--- config.mk ---
export PLATFORM = sky130hd
export DESIGN_NAME = iir_biquad_cascade_flat
export DESIGN_NICKNAME = d
export VERILOG_FILES = /design/src/rtl/iir_biquad_cascade_if.sv /design/src/rtl/iir_biquad_cascade.sv /design/src/flat_wrapper.sv
export SDC_FILE = /design/constraint.sdc
export NUM_CORES = 1
export LEC_CHECK = 0
export ABC_AREA = 1
export CAP_MARGIN = 40
export CORE_ASPECT_RATIO = 1.2
export CORE_MARGIN = 2
export CORE_UTILIZATION = 40
export DETAILED_ROUTE_END_ITERATION = 10
export PLACE_DENSITY_LB_ADDON = 0.2
export SYNTH_ARGS = -nofsm -noshare
export SYNTH_HDL_FRONTEND = slang
export SYNTH_SLANG_ARGS = --single-unit
--- constraint.sdc ---
create_clock -name clk -period 18.1 [get_ports clk]
set_input_delay 3.62 -clock clk [delete_from_list [all_inputs] [get_ports clk]]
set_output_delay 3.62 -clock clk [all_outputs]
set_load 0.02 [all_outputs]
--- src/rtl/iir_biquad_cascade_if.sv ---
// iir_biquad_cascade_if: sample handshake, clear and coefficient bus of the biquad cascade
interface iir_biquad_cascade_if #(
    parameter int DW = 16,
    parameter int CW = 16,
    parameter int AW = 4
);
    logic                 clr;
    logic                 in_valid;
    logic                 in_ready;
    logic signed [DW-1:0] din;
    logic                 out_valid;
    logic signed [DW-1:0] dout;
    logic                 sat;
    logic                 cfg_we;
    logic [AW-1:0]        cfg_addr;
    logic signed [CW-1:0] cfg_data;
    modport master (
        output clr, in_valid, din, cfg_we, cfg_addr, cfg_data,
        input  in_ready, out_valid, dout, sat
    );
    modport slave (
        input  clr, in_valid, din, cfg_we, cfg_addr, cfg_data,
        output in_ready, out_valid, dout, sat
    );
endinterface

--- src/rtl/iir_biquad_cascade.sv ---
// iir_biquad_cascade: NSEC direct-form-I biquads sharing one multiply-accumulate, one term per clock
module iir_biquad_cascade #(
    parameter int DW   = 16,
    parameter int CW   = 16,
    parameter int FRAC = 14,
    parameter int NSEC = 2,
    parameter int AW   = $clog2(5*NSEC)
) (
    input logic clk,
    input logic rst,
    iir_biquad_cascade_if.slave bus
);
    localparam int ACCW = DW + CW + 3;
    localparam int SW   = NSEC > 1 ? $clog2(NSEC) : 1;
    localparam logic signed [ACCW-1:0] RND  = ACCW'(1) << (FRAC - 1);
    localparam logic signed [ACCW-1:0] YMAX = (ACCW'(1) << (DW - 1)) - ACCW'(1);
    localparam logic signed [ACCW-1:0] YMIN = -YMAX - ACCW'(1);
    typedef enum logic [1:0] {IDLE, MAC, OUT} state_t;
    state_t                 state;
    logic signed [CW-1:0]   coef [5*NSEC];
    logic signed [DW-1:0]   x1 [NSEC];
    logic signed [DW-1:0]   x2 [NSEC];
    logic signed [DW-1:0]   y1 [NSEC];
    logic signed [DW-1:0]   y2 [NSEC];
    logic signed [DW-1:0]   x_cur;
    logic signed [ACCW-1:0] acc;
    logic [AW-1:0]          cptr;
    logic [SW-1:0]          sec;
    logic [2:0]             term;
    logic                   sat_acc;
    logic signed [DW-1:0]   opnd;
    logic signed [DW-1:0]   ysat;
    logic signed [DW+CW-1:0] prod;
    logic signed [ACCW-1:0] sum;
    logic signed [ACCW-1:0] shf;
    logic                   hi;
    logic                   lo;
    logic                   accept;
    assign bus.in_ready = state != MAC;
    assign accept       = bus.in_ready && bus.in_valid && !bus.clr;
    // term order b0*x0, b1*x1, b2*x2, a1*y1, a2*y2; feedback terms subtract
    always_comb begin
        opnd = term == 3'd0 ? x_cur : term == 3'd1 ? x1[sec] : term == 3'd2 ? x2[sec] :
               term == 3'd3 ? y1[sec] : y2[sec];
        prod = opnd * coef[cptr];
        sum  = term >= 3'd3 ? acc - ACCW'(prod) : acc + ACCW'(prod);
        shf  = (sum + RND) >>> FRAC;
        hi   = shf > YMAX;
        lo   = shf < YMIN;
        ysat = hi ? {1'b0, {(DW-1){1'b1}}} : lo ? {1'b1, {(DW-1){1'b0}}} : shf[DW-1:0];
    end
    always_ff @(posedge clk or negedge rst) begin
        if (!rst) begin
            state         <= IDLE;
            acc           <= '0;
            cptr          <= '0;
            sec           <= '0;
            term          <= '0;
            x_cur         <= '0;
            sat_acc       <= 1'b0;
            bus.out_valid <= 1'b0;
            bus.dout      <= '0;
            bus.sat       <= 1'b0;
            for (int i = 0; i < 5*NSEC; i++) coef[i] <= i % 5 == 0 ? CW'(1 << FRAC) : '0;
            for (int i = 0; i < NSEC; i++) begin
                x1[i] <= '0;
                x2[i] <= '0;
                y1[i] <= '0;
                y2[i] <= '0;
            end
        end else begin
            bus.out_valid <= 1'b0;
            if (bus.cfg_we && bus.in_ready && int'(bus.cfg_addr) < 5*NSEC) coef[bus.cfg_addr] <= bus.cfg_data;
            if (bus.clr) begin
                state <= IDLE;
                for (int i = 0; i < NSEC; i++) begin
                    x1[i] <= '0;
                    x2[i] <= '0;
                    y1[i] <= '0;
                    y2[i] <= '0;
                end
            end else if (accept) begin
                state   <= MAC;
                x_cur   <= bus.din;
                acc     <= '0;
                cptr    <= '0;
                sec     <= '0;
                term    <= '0;
                sat_acc <= 1'b0;
            end else if (state == OUT) begin
                state <= IDLE;
            end else if (state == MAC) begin
                cptr <= cptr + 1'b1;
                if (term == 3'd4) begin
                    // section done: shift its history and feed its output to the next section
                    x1[sec] <= x_cur;
                    x2[sec] <= x1[sec];
                    y1[sec] <= ysat;
                    y2[sec] <= y1[sec];
                    x_cur   <= ysat;
                    acc     <= '0;
                    term    <= '0;
                    sat_acc <= sat_acc | hi | lo;
                    if (sec == SW'(NSEC - 1)) begin
                        state         <= OUT;
                        bus.out_valid <= 1'b1;
                        bus.dout      <= ysat;
                        bus.sat       <= sat_acc | hi | lo;
                    end else begin
                        sec <= sec + 1'b1;
                    end
                end else begin
                    acc  <= sum;
                    term <= term + 1'b1;
                end
            end
        end
    end
endmodule

--- src/flat_wrapper.sv ---
// flat-port wrapper written by rule: the top's interface ports become plain ports
module iir_biquad_cascade_flat 
#(
    parameter int DW   = 16,
    parameter int CW   = 16,
    parameter int FRAC = 14,
    parameter int NSEC = 2,
    parameter int AW   = $clog2(5*NSEC)
)
  (clk, rst, bus_clr, bus_in_valid, bus_din, bus_cfg_we, bus_cfg_addr, bus_cfg_data, bus_in_ready, bus_out_valid, bus_dout, bus_sat);
  iir_biquad_cascade_if #(.DW(DW), .CW(CW), .AW(AW)) bus_i ();
  input logic clk;
  input logic rst;
  input wire logic [$bits(bus_i.clr)-1:0] bus_clr;
  input wire logic [$bits(bus_i.in_valid)-1:0] bus_in_valid;
  input wire logic [$bits(bus_i.din)-1:0] bus_din;
  input wire logic [$bits(bus_i.cfg_we)-1:0] bus_cfg_we;
  input wire logic [$bits(bus_i.cfg_addr)-1:0] bus_cfg_addr;
  input wire logic [$bits(bus_i.cfg_data)-1:0] bus_cfg_data;
  output wire logic [$bits(bus_i.in_ready)-1:0] bus_in_ready;
  output wire logic [$bits(bus_i.out_valid)-1:0] bus_out_valid;
  output wire logic [$bits(bus_i.dout)-1:0] bus_dout;
  output wire logic [$bits(bus_i.sat)-1:0] bus_sat;
  assign bus_i.clr = bus_clr;
  assign bus_i.in_valid = bus_in_valid;
  assign bus_i.din = bus_din;
  assign bus_i.cfg_we = bus_cfg_we;
  assign bus_i.cfg_addr = bus_cfg_addr;
  assign bus_i.cfg_data = bus_cfg_data;
  assign bus_in_ready = bus_i.in_ready;
  assign bus_out_valid = bus_i.out_valid;
  assign bus_dout = bus_i.dout;
  assign bus_sat = bus_i.sat;
  iir_biquad_cascade #(.DW(DW), .CW(CW), .FRAC(FRAC), .NSEC(NSEC), .AW(AW)) u_core (.clk(clk), .rst(rst), .bus(bus_i));
endmodule
==> qor.txt <==
Yosys Warn Count - 0
Critical Path AT - 13450 ps
Critical path's largest stage delay - 750 ps
Area of the multi-input gates - 18600 sq um
Initial antenna violation count - 0
Num ports - 60
Asr flop ratio synth - 1.00
Sequential-to-total area share from yosys stat - 0.293
FF/Latch Area - 9210 sq um
Worst Path Max Fanout - 59
Synth-to-layout area growth - 10.5%
Root Driver - clkbuf_16
Syn_nets - 4709
Number of flops mapped to enable cells by yosys - 0
Met1 usage - 0.324
Dominant synthesized flop cell - dfrtp_1
Clk_lat worst skew - 580 ps
Wirelength per Cell - 18.4 um
Via Count - 27100
Slew headroom - 0.394
First-pass GRT wire length - 157 mm
Yosys reg bits - 368
Post-synth cell types - 55
CTS tree - built
Synthesized cell area - 31500 sq um
M2 GR Usage - 0.432
Hold_buf cts - 0
Worst Path Required - 18550 ps
Total GRT Usage - 0.248
Vias in the first global route - 27300
Antenna-violating nets left - 0
Clock sink total - 368
Layout cell share with drive strength beyond 1 - 0.0511
Final setup vio count - 0
H-tree depth - 2
Fillers - 8133
Crit path kind - reg -> reg
Placer Congestion - 0.947
Slowest cell on crit path - fa_1
GR peak layer - met2
Cell Rows - 112
Mean Syn Cell Area - 7.35 sq um
Final instance area - 34800 sq um
Synthesized instance count - 4281
Post-CTS Setup Inserts - 0
Crit-path most repeated cell - nand2_1
GRT overflow - 0
Largest net degree at the start of global routing - 155
Final Hold Viols - 0
Fin crit share - 0.718
Slew @ Worst Pin - 909 ps
Setup TNS - 0 ps
Die width - 260 um
Synth top area cells - dfrtp_1, fa_1, nand2_1
Area post-placement - 33400 sq um
Vias/cell - 5.07
Post-synth top area cell - dfrtp_1
Clock Skews - 29.1 ps
Post-CTS Resized - 0
Die ar. - 81000 sq um
Final routed DRC violation total - 0
Crit path buf inv count - 8
Critical path launch point type - flop
Status - completed
Top delay family on crit path - simple AND/OR/NAND/NOR gates
Cell Count, Final, Fillers Out - 5351
Die H - 311 um
N_diodes - 0
Num CTS Buffers - 43
Clk slew on worst S/H paths - 60 ps
DRT iter0 DRCs - 2010
Min-Delay Path Class - reg -> reg
Initial core utilization - 0.404
Critical path endpoint category - flop
Max-slew violations - 0
Clk buf depth - 3
First-pass detailed-route iteration total - 5
Core area - 77900 sq um
Max Fclk - 0.0769 GHz
Routed WL - 98.3 mm
Max-cap viol count - 0
Dpl hpwl - 75.4 mm
Synth top area share - 0.291
Placed cells - 5277
Fin nets - 4724
Port Buffers - 59
Unrepaired setup endpoints after global routing - no
GRT met3 Usage - 0.0223
Min cycle time layout - 13000 ps
[worst register-to-register path: cells and delay by family, from the launching register on]
| family | cells | cell delay, ps |
|---|---|---|
| fa+ha+maj | 8 | 4050 |
| buf+inv | 8 | 1710 |
| compound gates | 5 | 950 |
| simple gates | 27 | 5140 |
| xor+xnor | 2 | 400 |
| flops | 1 | 630 |
[worst paths after layout]
kind                                 from                  to  slack (ps)  cells after the start
min                         u_core.x2[31]       u_core.x2[31]         480                      2
max reg2reg                u_core.cptr[0]  u_core.bus.dout[2]        5100                     50
max in group asynchronous             rst       u_core.x1[12]       12460                      5
max                        u_core.cptr[0]  u_core.bus.dout[2]        5100                     50
min in group asynchronous             rst     u_core.coef[44]        3040                      1
min reg2reg                 u_core.x2[31]       u_core.x2[31]         480                      2
[per-layer routing]
| layer | share of wire | wire, um |
|---|---|---|
| met1 | 0.43 | 42600 |
| met2 | 0.50 | 49000 |
| met3 | 0.034 | 3330 |
| met4 | 0.035 | 3400 |
| met5 | 0 | 0 |
[layout make-up]
type,instances,share of cell area
repair buffers,122,0.0339
flip-flops and latches,368,0.265
inverters,831,0.0897
clock inverters,18,0.00648
well taps,1026,0.0369
clock buffers,56,0.0341
multi-input cells,2930,0.534
[state kept, by name (all words and copies together), names as in the netlist, 2 cells and up]
name and count:
u_core.acc 35, u_core.term 3, u_core.state 2, u_core.x2 32, u_core.bus.dout 16, u_core.coef 160, u_core.cptr 4, u_core.y2 32
u_core.y1 32, u_core.x_cur 16, u_core.x1 32
[stage by stage]
| step | utilization | hold WS (ps) | setup slack (ps) |
|---|---|---|---|
| floorplan | - | 448 | 8220 |
| CTS | 0.446 | 482 | 5060 |
| global route | 0.446 | 497 | 4110 |
| detailed placement | 0.428 | 466 | 5080 |
| global placement | 0.426 | 460 | 4730 |
| finish | 0.446 | 478 | 5100 |
[kinds of logic after synthesis]
logic type / count (synthesis) / share of synthesized area
and+or+nand+nor: 1838 / 0.240
adders and majority gates: 387 / 0.217
AOI/OAI and AO/OA: 641 / 0.114
muxes: 8 / 0.00254
DFF: 368 / 0.293
buffers and inverters: 983 / 0.118
xor gates and xnor gates: 56 / 0.0161
[cell usage after synthesis (17+ instances only)]
cell      number
nand2_1     1321
inv_1        807
dfrtp_1      366
o21ai_0      340
fa_1         263
nor2_1       237
a21oi_1      139
nand3_1      136
clkbuf_1     130
ha_1         124
o22ai_1       55
nand4_1       43
xor2_1        41
a22oi_1       32
nand2_2       17
nor3_1        17
o211ai_1      17
[layout by cell type (no fill, tap or decap), types with 44 or more instances in the layout]
cell             instances
a21oi_1                139
buf_4                   54
clkbuf_16               44
clkdlybuf4s50_1         58
dfrtp_1                364
fa_1                   263
ha_1                   124
inv_1                  805
nand2_1               1321
nand3_1                136
nor2_1                 235
o21ai_0                335
o22ai_1                 55
Power is left out: the tool's default activity adds up to more than one toggle a clock period on the data nets, which glitch-free logic cannot reach.
